`src/rtl/ctrl_pkg.sv`:
```
// Shared definitions for the control-word sequencer: field map, word width and FSM encoding.
package ctrl_pkg;

    localparam int unsigned CW = 12;

    localparam int unsigned PCSRC_BIT    = 11;
    localparam int unsigned MEMTOREG_BIT = 10;
    localparam int unsigned MEMWRITE_BIT = 9;
    localparam int unsigned ALUCTL_LSB   = 7;
    localparam int unsigned ALUSRC_LSB   = 5;
    localparam int unsigned IMMSRC_LSB   = 3;
    localparam int unsigned REGWRITE_BIT = 2;
    localparam int unsigned REGSRC_LSB   = 0;

    typedef enum logic [1:0] {
        StIdle = 2'd0,
        StRun  = 2'd1,
        StWait = 2'd2,
        StDone = 2'd3
    } state_e;

    typedef struct packed {
        logic       pcsrc;
        logic       memtoreg;
        logic       memwrite;
        logic [1:0] aluctl;
        logic [1:0] alusrc;
        logic [1:0] immsrc;
        logic       regwrite;
        logic [1:0] regsrc;
    } ctrl_word_t;

    function automatic ctrl_word_t decode_word(input logic [CW-1:0] w);
        ctrl_word_t f;
        f.pcsrc    = w[PCSRC_BIT];
        f.memtoreg = w[MEMTOREG_BIT];
        f.memwrite = w[MEMWRITE_BIT];
        f.aluctl   = w[ALUCTL_LSB +: 2];
        f.alusrc   = w[ALUSRC_LSB +: 2];
        f.immsrc   = w[IMMSRC_LSB +: 2];
        f.regwrite = w[REGWRITE_BIT];
        f.regsrc   = w[REGSRC_LSB +: 2];
        return f;
    endfunction

endpackage

```
`src/rtl/ctrl_word_ram.sv`:
```
// Control-word table: synchronous write, combinational read. Contents survive reset.
module ctrl_word_ram #(
    parameter int unsigned DEPTH = 16,
    parameter int unsigned WIDTH = 12,
    parameter int unsigned AW    = $clog2(DEPTH)
) (
    input  logic             clk,
    input  logic             we,
    input  logic [AW-1:0]    waddr,
    input  logic [WIDTH-1:0] wdata,
    input  logic [AW-1:0]    raddr,
    output logic [WIDTH-1:0] rdata
);

    logic [WIDTH-1:0] mem [DEPTH];

    always_ff @(posedge clk) begin
        if (we) begin
            mem[waddr] <= wdata;
        end
    end

    assign rdata = mem[raddr];

endmodule

```
`src/rtl/ctrl_sequencer.sv`:
```
// Replays a programmable table of datapath control words, one word per cycle,
// with free-run, single-step and loop modes. Control outputs are zero outside RUN.
module ctrl_sequencer
    import ctrl_pkg::*;
#(
    parameter int unsigned DEPTH = 16,
    parameter int unsigned AW    = $clog2(DEPTH)
) (
    input  logic          CLK,
    input  logic          RST,
    input  logic          LdEn,
    input  logic [AW-1:0] LdAddr,
    input  logic [CW-1:0] LdData,
    output logic          LdErr,
    input  logic          Start,
    input  logic [AW:0]   Len,
    input  logic          StepMode,
    input  logic          LoopEn,
    input  logic          Step,
    input  logic          Stop,
    output logic          Busy,
    output logic          Done,
    output logic [AW-1:0] CurAddr,
    output logic          PCSrc,
    output logic          MemtoReg,
    output logic          MemWrite,
    output logic [1:0]    ALUControl,
    output logic [1:0]    ALUSrc,
    output logic [1:0]    ImmSrc,
    output logic          RegWrite,
    output logic [1:0]    RegSrc
);

    localparam logic [AW:0] DEPTH_W = (AW+1)'(DEPTH);

    state_e        state_q;
    logic [AW-1:0] addr_q;
    logic [AW-1:0] last_q;
    logic          step_mode_q;
    logic          loop_q;
    logic          lderr_q;
    logic [CW-1:0] word_q;

    logic          busy;
    logic          ram_we;
    logic          at_last;
    logic          adv_run;
    logic [AW:0]   len_sat;
    logic [AW-1:0] len_last;
    logic [AW-1:0] next_addr;
    logic [CW-1:0] rd_data;
    logic [CW-1:0] next_word;
    ctrl_word_t    fields;

    assign busy     = (state_q == StRun) || (state_q == StWait);
    assign ram_we   = LdEn && !busy && !RST;
    assign at_last  = (addr_q == last_q);
    assign adv_run  = !at_last || loop_q;
    assign len_sat  = (Len > DEPTH_W) ? DEPTH_W : Len;
    assign len_last = AW'(len_sat - (AW+1)'(1));

    // From IDLE the first word is entry 0; otherwise step forward, wrapping at the last entry.
    always_comb begin
        next_addr = '0;
        if (state_q != StIdle && !at_last) begin
            next_addr = addr_q + AW'(1);
        end
    end

    ctrl_word_ram #(
        .DEPTH (DEPTH),
        .WIDTH (CW),
        .AW    (AW)
    ) u_ram (
        .clk   (CLK),
        .we    (ram_we),
        .waddr (LdAddr),
        .wdata (LdData),
        .raddr (next_addr),
        .rdata (rd_data)
    );

    // A write landing on the same edge as Start must be visible in the first issued word.
    assign next_word = (ram_we && (LdAddr == next_addr)) ? LdData : rd_data;

    always_ff @(posedge CLK) begin
        if (RST) begin
            state_q     <= StIdle;
            addr_q      <= '0;
            last_q      <= '0;
            step_mode_q <= 1'b0;
            loop_q      <= 1'b0;
            lderr_q     <= 1'b0;
            word_q      <= '0;
        end else begin
            lderr_q <= LdEn && busy;
            word_q  <= '0;
            unique case (state_q)
                StIdle: begin
                    if (Start) begin
                        step_mode_q <= StepMode;
                        loop_q      <= LoopEn;
                        last_q      <= len_last;
                        addr_q      <= '0;
                        if (len_sat == '0) begin
                            state_q <= StDone;
                        end else begin
                            state_q <= StRun;
                            word_q  <= next_word;
                        end
                    end
                end
                StRun, StWait: begin
                    if (Stop) begin
                        state_q <= StIdle;
                        addr_q  <= '0;
                    end else if (state_q == StRun && step_mode_q) begin
                        state_q <= StWait;
                    end else if (state_q == StRun || Step) begin
                        if (adv_run) begin
                            state_q <= StRun;
                            addr_q  <= next_addr;
                            word_q  <= next_word;
                        end else begin
                            state_q <= StDone;
                            addr_q  <= '0;
                        end
                    end
                end
                StDone: begin
                    state_q <= StIdle;
                end
                default: begin
                    state_q <= StIdle;
                end
            endcase
        end
    end

    assign fields     = decode_word(word_q);
    assign LdErr      = lderr_q;
    assign Busy       = busy;
    assign Done       = (state_q == StDone);
    assign CurAddr    = addr_q;
    assign PCSrc      = fields.pcsrc;
    assign MemtoReg   = fields.memtoreg;
    assign MemWrite   = fields.memwrite;
    assign ALUControl = fields.aluctl;
    assign ALUSrc     = fields.alusrc;
    assign ImmSrc     = fields.immsrc;
    assign RegWrite   = fields.regwrite;
    assign RegSrc     = fields.regsrc;

endmodule
```
`config.mk`:
```
export PLATFORM = sky130hd
export DESIGN_NAME = ctrl_sequencer
export DESIGN_NICKNAME = d
export VERILOG_FILES = /design/src/rtl/ctrl_pkg.sv /design/src/rtl/ctrl_word_ram.sv /design/src/rtl/ctrl_sequencer.sv
export SDC_FILE = /design/constraint.sdc
export NUM_CORES = 1
export LEC_CHECK = 0
export ABC_AREA = 1
export BUFFER_PORTS_ARGS = -buffer_cell sky130_fd_sc_hd__buf_2
export CAP_MARGIN = 25
export CORE_MARGIN = 4
export CORE_UTILIZATION = 61
export DETAILED_ROUTE_END_ITERATION = 16
export PLACE_DENSITY = 0.79
export SLEW_MARGIN = 10
export SYNTH_ARGS = -nofsm -noshare
export SYNTH_HDL_FRONTEND = slang
export SYNTH_SLANG_ARGS = --single-unit
```
`constraint.sdc`:
```
create_clock -name CLK -period 2.7 [get_ports CLK]
set_input_delay 0.135 -clock CLK [delete_from_list [all_inputs] [get_ports CLK]]
set_output_delay 0.135 -clock CLK [all_outputs]
set_load 0.005 [all_outputs]
```
== Word-level counts from Yosys, hierarchy flattened ==
Memory sizes are Yosys's and may differ from the RTL's.
Index checks and enable logic that the tools add are counted.
W data, S select, Z words.
Storage, ports and cells
  bits in registers: 25
  bits in writable memories: 192
  output and inout bits: 19
  word-level logic and storage cells: 65
  memories: 1
Memories
  u_ram.mem: depth 16, width 12, rd ports 1, clocked after memory_dff 0, write ports 1, line ctrl_word_ram.sv:15  | logic [WIDTH-1:0] mem [DEPTH];
Operators by class
  add/sub/neg operators: 2
  order comparisons: 1
  eq/ne operators: 9
  muxes and demuxes: 25
  reduce and logical (&&, ||, !) cells: 20
Operators by type and width (count)
  $mux W12: 7
  $mux W4: 6
  $pmux W12 S2: 1
  $mux W2: 6
  $eq A4 B4 Y1: 2
  $pmux W4 S2: 1
  $logic_and A1 B1 Y1: 6
  $ne A3 B3 Y1 const B: 2
  $pmux W2 S3: 1
  $gt A5 B5 Y1 const B: 1
  $logic_not A5 Y1: 1
  $mux W5: 1
  $add A4 B1 Y4 const B: 1
  $eq A2 B2 Y1 const B: 2
  $ne A4 B4 Y1 const B: 1
  $reduce_and A2 Y1: 2
  $reduce_and A4 Y1: 1
  $reduce_bool A2 Y1: 2
  $sub A4 B1 Y4 const B: 1
  $logic_not A1 Y1: 3
  $logic_or A1 B1 Y1: 3
  $eq A2 B1 Y1 const B: 1
  $logic_not A2 Y1: 1
  $mux W1: 2
  other kinds (2): 2

== Longest topological paths before layout ==
Gate-level depths: netlist (run 1).
  depth in word-level cells: 12
  gate-level depth with buffers: 14
  gate-level depth less buffers: 13

== Modules after synthesis ==
Synthesis (run 1) repeated with hierarchy kept, for this count alone.
Second synthesis, totals
  cells, all modules: 1025
  area total of the unflattened synthesis: 9760.6 sq um
Modules (own cells, without submodules)
  ctrl_word_ram: times used 1, cells an instance 801, area an instance 8321.7 sq um, seq. area each 5765.5 sq um
  ctrl_sequencer: times used 1, cells an instance 224, area an instance 1438.9 sq um, seq. area each 500.5 sq um

== Least setup slack after synthesis (run 1) ==
OpenSTA, ideal clock, no wires.
  kind: flip-flop to flip-flop
  start point: register state_q[0]
  end point: memory u_ram.mem[11][0] (enable)
  setup time: 0.380 ns
  arrival: 1.875 ns
  path slack: 0.445 ns
  stages on the path, launching flop included: 6
  path buffers: 0
  cell sequence: dfxtp_1 > inv_1 > ha_1 > nor3_1 > nand3_1 > nor2_1
Between the ends
  longest elaborated chain between the ends: 7
Ends and longest elaborated chain
  start, declared: line ctrl_sequencer.sv:36  | state_e state_q;
  start signal, assigned: line ctrl_sequencer.sv:88  | state_q <= StIdle;
  start signal, assigned: line ctrl_sequencer.sv:106  | state_q <= StDone;
  start signal, assigned: line ctrl_sequencer.sv:108  | state_q <= StRun;
  $eq A2 B1 Y1 / $eq A2 B2 Y1 (equally long branches): line ctrl_sequencer.sv:55  | assign busy = (state_q == StRun) || (state_q == StWait);
  $logic_or A1 B1 Y1 (*): line ctrl_sequencer.sv:55
  net Busy: line ctrl_sequencer.sv:21  | output logic Busy,
  $logic_not A1 Y1 (*): line ctrl_sequencer.sv:56  | assign ram_we = LdEn && !busy && !RST;
  $logic_and A1 B1 Y1 (*) (2 in a row): line ctrl_sequencer.sv:56
  $mux W1 (*): line ctrl_word_ram.sv:18  | if (we) begin
  $mux W1 (implied by the code) (*): line ctrl_word_ram.sv:19  | mem[waddr] <= wdata;
  end, declared: line ctrl_word_ram.sv:15
The timed path passes the listed nets; every way through them passes the cells marked *.

== Worst setup path after layout (run 1) ==
  start point: register addr_q[0], in the netlist CurAddr[0]
  end point: register word_q[11], in the netlist fields[11]
Between the ends
  longest elaborated chain between the ends: 12
Ends and longest elaborated chain
  start, declared: line ctrl_sequencer.sv:37  | logic [AW-1:0] addr_q;
  start signal, assigned: line ctrl_sequencer.sv:122  | addr_q <= next_addr;
  branches (longest 11 deep; another with $mem_v2 Z16 W12)
  $pmux W12 S2 (*): line ctrl_sequencer.sv:98  | unique case (state_q)
  end signal, assigned: line ctrl_sequencer.sv:109  | word_q <= next_word;
  end signal, assigned: line ctrl_sequencer.sv:123  | word_q <= next_word;
  end, declared: line ctrl_sequencer.sv:42  | logic [CW-1:0] word_q;
Mark *: on every way between the ends.
A chain may end at the register's enable or synchronous reset.

==> metrics.md, run 1 <==
| Metric | Value |
|---|---|
| Clk Latency, worst-skew pair | around 0.51 ns |
| Crit Path Class | register to register |
| Synth cell types | 28 |
| Vias per cell | just under 6 |
| Initial antenna violation count | 0 |
| Root Buffer | clkbuf_16 |
| Slew @ Worst Pin | approximately 0.77 ns |
| Largest area contributor in the netlist | edfxtp_1 |
| 1st-iter DRT viols | approximately 920 |
| Fin util | 0.7111 |
| IO Count | 48 |
| Register area share after synthesis | 0.6627 |
| GPL Wtd Cong | 0.8557 |
| Worst setup margin | roughly 0.32 ns |
| Post-Syn Instances | about 910 |
| VDD IR max | around 610 uV |
| Min Tclk post-route | 2.378 ns |
| Share of layout cells above drive strength 1 | 0.1414 |
| Source of the critical timing path | CurAddr[0] |
| Relative slew margins | 0.4836 |
| CTS tree | yes |
| Clock sink total | about 220 |
| Post-CTS setup buffer count | 0 |
| Core area | 15200 um^2 |
| Critical Path Source Type | register |
| Synthesized cell area | between 9000 and 10000 um^2 |
| Max-cap violations | 0 |
| Synth area leaders | edfxtp_1, nand2_1, nand3_1 |
| Synthesized flop and latch total | about 220 |
| Residual DRC | 0 |
| Synth top area share | 0.6098 |
| RSZ-0062 raised after global routing | no |
| R2r startpoint | CurAddr[0] |
| Clock transition at path regs | 0.06 ns |
| Total Routed Length | 22.67 mm |
| Inserted Diodes | 0 |
| Static Leakage | approximately 4.4 nW |
| ANT nets after route | 0 |
| Status | complete, no violations |
| GRT met2 Usage | 0.4138 |
| Synth warn | 0 |
| Hold_sp | Len[1] |
| Fin Setup TNS | 0 ns |
| Die Y-Extent | ~130 um |
| Die Area | 17560 um^2 |
| Starting Density | 0.6220 |
| PortBufs | 47 |
| Vias in the first global route | roughly 6.6k |
| Gr busiest metal | met2 |
| Pre-CTS setup slack | 0.06155 ns |
| Setup crit end kind | register |
| Final count of negative-setup-slack endpoints | 0 |
| Total global routing track utilization | 0.2580 |
| Vias post-DR | between 7k and 8k |
| Mapped Nets | around 950 |
| DP Area | about 10000 um^2 |
| Avg Inst Size Synth | ~10 um^2 |
| WHS | approximately 0.013 ns |
| Fin crit share | 0.8806 |
| Area grow syn2layout | 14.33% |
| First-pass GRT wire length | 35.87 mm |
| Setup Skew | about 0.013 ns |
| Met1 usage | 0.3681 |
| Fin. max-slew vios | 0 |
| DP HPWL | 13.86 mm |
| Design Area, Final | ~11000 um^2 |
| CP Data Required Time | 3.12 ns |
| Largest net degree at the start of global routing | 63 |
| Final hold vios | 0 |
| GR Overflow Total | 0 |
| Met3 capacity usage during global routing | 0.04601 |
| Wire per inst | approximately 19 um |
| Worst-path fanout max | 20 |
| Die Wd | around 130 um |
| Num CTS Buffers | 23 |
| Floorplan row count | 45 |
| FMAX | around 0.42 GHz |
| Hold Path Class | input pin to register |
| Clk buf depth | 3 |
| H-Tree Depth | 1 |
| Layout Nets | slightly above 1k |
| Data arrival, critical path | about 2.8 ns |
| 1st-pass router iterations | 5 |
| Power Density | between 800 and 900 nW/um^2 |
worst max-delay path, cell delays in order (launching register included):
cell and delay [ns]:
dfxtp_1 0.54, ha_1 0.23, xor2_1 0.29, nand3_2 0.30, inv_1 0.31, buf_12 0.20
nand3_1 0.10, nand3_1 0.12, nand2_1 0.07, a21oi_1 0.13
routing by layer:
layer / share of wire / vias up / routed length [um]
met5: 0 / - / 0
met4: 0.027 / 0 / 612
met3: 0.093 / 52 / 2103
met2: 0.47 / 357 / 10650
met1: 0.41 / 3354 / 9301
li1: - / 3285 / -
power breakdown:
group	leakage [nW]	internal (W)	total [W]	switching, W
logic	2.07	0.000708	0.00232	0.00161
registers	1.93	0.00377	0.00384	0.0000667
clock network	0.354	0.00185	0.00307	0.00122
total	4.36	0.00633	0.00923	0.00290
cells by family after synthesis:
group / after synthesis / synth area share
AOI/OAI and AO/OA: 37 / 0.02408
and+or+nand+nor: 523 / 0.2461
xor gates and xnor gates: 4 / 0.003706
buffers and inverters: 127 / 0.05544
adders and majority gates: 6 / 0.007939
DFF: 217 / 0.6627
through the flow:
step / power, W / instances
6_report: 0.009227 / 1185
4_1_cts: 0.009208 / 1185
5_1_grt: 0.009636 / 1185
3_3_place_gp: 0.006114 / 1137
3_5_place_dp: 0.006165 / 1137
2_1_floorplan: 0.005483 / 914
synth_stat cells:
cell type and n:
nand2_1 205, edfxtp_1 192, nand3_1 151, nor2_1 104, inv_1 70, nand4_1 51
dfxtp_1 25, clkbuf_1 22, buf_2 17, a21oi_1 15, o21ai_0 9, a21oi_2 8
buf_4 7, buf_1 6, ha_1 6, inv_2 5, nand3_2 3, nor2_2 3
nor3_1 3, xor2_1 3, a31oi_1 2, a32oi_1 1, nand2_4 1, nor2_4 1
o21ai_1 1, o221a_2 1, or2_2 1, xnor2_1 1
path summary, 6_finish.rpt:
| path | endpoint | slack [ns] | depth (start not counted) |
|---|---|---|---|
| setup / recovery | fields[11] | 0.32 | 9 |
| hold / removal | last_q[1] | 0.01 | 4 |
| setup reg to reg | fields[11] | 0.32 | 9 |
| hold reg to reg | loop_q | 0.50 | 2 |
area by class of cell:
type                    count  area [um^2]
clock inverters            11        127.6
repair buffers             94        618.1
flip-flops and latches    217         6266
fillers                  1046         4392
well taps                 188        235.2
multi-input cells         570         2680
inverters                  75        281.5
clock buffers              30        601.8
flip-flops by register name (all words and copies together), names as in the netlist:
name	flops
state_q	2
step_mode_q	1
fields	12
u_ram.mem	192
last_q	4
loop_q	1
CurAddr	4
LdErr	1
repair_timing:
item                                   in CTS  in global routing
hold buffers                                7                  0
setup endpoints to repair                   0                 12
endpoints found under the hold margin       9                  0
resized for setup                           0                  2
layout by cell type (no fill, tap or decap), drive strengths merged, types with 3 or more instances in the layout:
cell / netlist / final
nand3: 154 / 154
clkbuf: 22 / 30
inv: 75 / 76
dlygate4sd3: 0 / 7
a21oi: 23 / 23
xor2: 3 / 3
edfxtp: 192 / 192
o21ai: 10 / 10
nor2: 108 / 108
dfxtp: 25 / 25
nand4: 51 / 51
nand2: 206 / 206
buf: 30 / 87
clkinv: 0 / 7
ha: 6 / 6
nor3: 3 / 3
bufinv: 0 / 3
Power figures use the tool's default switching activity.
==> inputs of run 2 (changes only) <==
PLACE_DENSITY = 0.9   (was 0.79)
==> run 2 against run 1 <==
Via count increased by 3.4%. Highest routed layer unchanged. Combinational power increased by 3%. Clock skew rose by 0.010 ns. Clock power fell by 8.1%. Die area unchanged.
==> metrics.md, run 2 (synthesized netlist as in run 1, its figures left out) <==
| Metric | Value |
|---|---|
| Status | complete, no violations |
| Hold_sp | Len[1] |
| Critical Path Source Type | register |
| Share of layout cells above drive strength 1 | 0.1433 |
| CTS tree | yes |
| GRT met2 Usage | 0.4416 |
| PortBufs | between 40 and 50 |
| Crit Path Class | register to register |
| Met3 capacity usage during global routing | 0.06692 |
| Vias post-DR | roughly 7.3k |
| R2r startpoint | CurAddr[0] |
| CP Data Required Time | about 3.1 ns |
| Buf+Inv Stages, Crit Path | 3 |
| Floorplan row count | 45 |
| Clock sink total | roughly 220 |
| Power Density | 841.1 nW/um^2 |
| GPL Wtd Cong | about 0.91 |
| Worst Reg-to-Reg Cells | 10 |
| Initial antenna violation count | 0 |
| Num CTS Buffers | 22 |
| Cell family with most CP delay | buffers and inverters |
| 1st-iter DRT viols | between 900 and 1k |
| Pre-CTS setup slack | slightly above 0.2 ns |
| CP Depth | 10 |
| FMAX | between 0.4 and 0.5 GHz |
| Total Routed Length | 24.26 mm |
| Most frequent cells in the layout | nand2_1, edfxtp_1, nand3_1 |
| Switch share | 0.3276 |
| IO Count | 48 |
| CP peak stage delay | between 0.5 and 0.6 ns |
| ANT nets after route | 0 |
| Worst setup margin | about 0.33 ns |
| Non-Filler Instances | 1186 |
| Met1 usage | 0.3556 |
| Sequential Power Share | 0.424 |
| Worst reg2reg path endpoint | fields[8] |
| Worst R2R Setup Slack | about 0.33 ns |
| Die Wd | 132.5 um |
| Crit path cell chain | inv_2 -> buf_4 -> nand3_4 -> buf_4 -> nand2_1 -> nand3_1 -> nand3_1 -> nand3_1 -> nand2_1 -> a21oi_2 |
| Largest register by flop count | u_ram.mem |
| Inserted Diodes | 0 |
| Die Area | roughly 18000 um^2 |
| Slew @ Worst Pin | ~0.78 ns |
| Root Buffer | clkbuf_16 |
| Max-cap violations | 0 |
| Largest net degree at the start of global routing | 63 |
| Slowest cell on crit path | buf_4 |
| GR Overflow Total | 0 |
| Worst-path fanout max | slightly above 60 |
| Starting Density | 0.6220 |
| Fin util | 0.7081 |
| Critical path capture point | fields[8] |
| Static Leakage | between 4 and 5 nW |
| Final hold vios | 0 |
| Max reg flops | around 190 |
| Most used cell, CP | nand3_1 |
| Total global routing track utilization | 0.2705 |
| Vias in the first global route | about 7.1k |
| VDD IR max | a little over 600 uV |
| Vias per cell | just over 6 |
| Clock transition at path regs | 0.06 ns |
| Die Y-Extent | 132.5 um |
| H-Tree Depth | 1 |
| Setup Skew | roughly 0.023 ns |
| Clock Power Share | 0.312 |
| Commonest non-fill, non-tap cell in the layout | nand2_1 |
| Layout Nets | just over 1k |
| Core area | between 15000 and 20000 um^2 |
| Hold Path Class | input pin to register |
| Net Sw Power | ~0.0030 W |
| Min Tclk post-route | roughly 2.4 ns |
| Clk Latency, worst-skew pair | 0.52 ns |
| Placed Cells | about 1.1k |
| Area grow syn2layout | 13.84% |
| Setup crit end kind | register |
| Relative slew margins | 0.4801 |
| Combinational share of power | 0.264 |
| Data arrival, critical path | about 2.8 ns |
| DP HPWL | around 15 mm |
| First-pass GRT wire length | 37.29 mm |
| Final count of negative-setup-slack endpoints | 0 |
| WHS Path Cells | 4 |
| Fin. max-slew vios | 0 |
| Residual DRC | 0 |
| 1st-pass router iterations | 5 |
| Clk buf depth | 3 |
| Wire per inst | ~20 um |
| Fin crit share | 0.8778 |
| Fin Setup TNS | 0 ns |
| Source of the critical timing path | CurAddr[0] |
| RSZ-0062 raised after global routing | no |
| Cell Int Power | between 0.006 and 0.007 W |
| Gr busiest metal | met2 |
==> run 2: through the flow <==
stage          area [um^2]  hold WS, ns  total power (W)
2_1_floorplan         9455       0.2339         0.005483
3_3_place_gp         10030       0.3893         0.006074
3_5_place_dp         10030       0.3950         0.006175
4_1_cts              10760     0.007577         0.008996
5_1_grt              10760      0.03057         0.009419
6_report             10760      0.01297         0.009053
==> run 2: cell type report <==
class | count | area, um^2
flip-flops and latches | 217 | 6266
fillers | 986 | 4438
multi-input cells | 570 | 2675
repair buffers | 97 | 640.6
clock buffers | 28 | 573.1
inverters | 75 | 281.5
well taps | 188 | 235.2
clock inverters | 11 | 92.59
==> run 2: metal layers <==
metal	routed length [um]	vias up
li1	-	3279
met1	8700	3380
met2	11510	560
met3	3256	71
met4	792	0
met5	0	-
==> run 2: how the worst min path moves through the flow <==
stage | to | slack, ns
2_1_floorplan | u_ram.mem[0][0] | 0.23
3_3_place_gp | LdErr | 0.39
3_5_place_dp | LdErr | 0.40
4_1_cts | last_q[1] | 0.008
5_1_grt | u_ram.mem[2][9] | 0.03
6_report | last_q[1] | 0.01
==> run 2: worst reg2reg max path, cell delays in order (launching register included) <==
cell and delay (ns):
dfxtp_1 0.38, inv_2 0.08, buf_4 0.58, nand3_4 0.23, buf_4 0.31, nand2_1 0.13
nand3_1 0.08, nand3_1 0.12, nand3_1 0.16, nand2_1 0.14, a21oi_2 0.06
==> run 2: repair_timing <==
item | in CTS | in global routing
gates resized for setup | 0 | 1
endpoints found under the setup margin | 0 | 3
hold buffers | 7 | 0
hold endpoints to repair | 9 | 0
setup buffers | 0 | 0
==> run 2: power by group through the flow <==
stage / Sequential [W] / Combinational, W / Clock (W)
final: 0.00384 / 0.00239 / 0.00282
after global routing: 0.00384 / 0.00260 / 0.00297
after CTS: 0.00384 / 0.00233 / 0.00284
after detailed placement: 0.00391 / 0.00227 / 0
after global placement: 0.00390 / 0.00217 / 0
after floorplan: 0.00389 / 0.00159 / 0
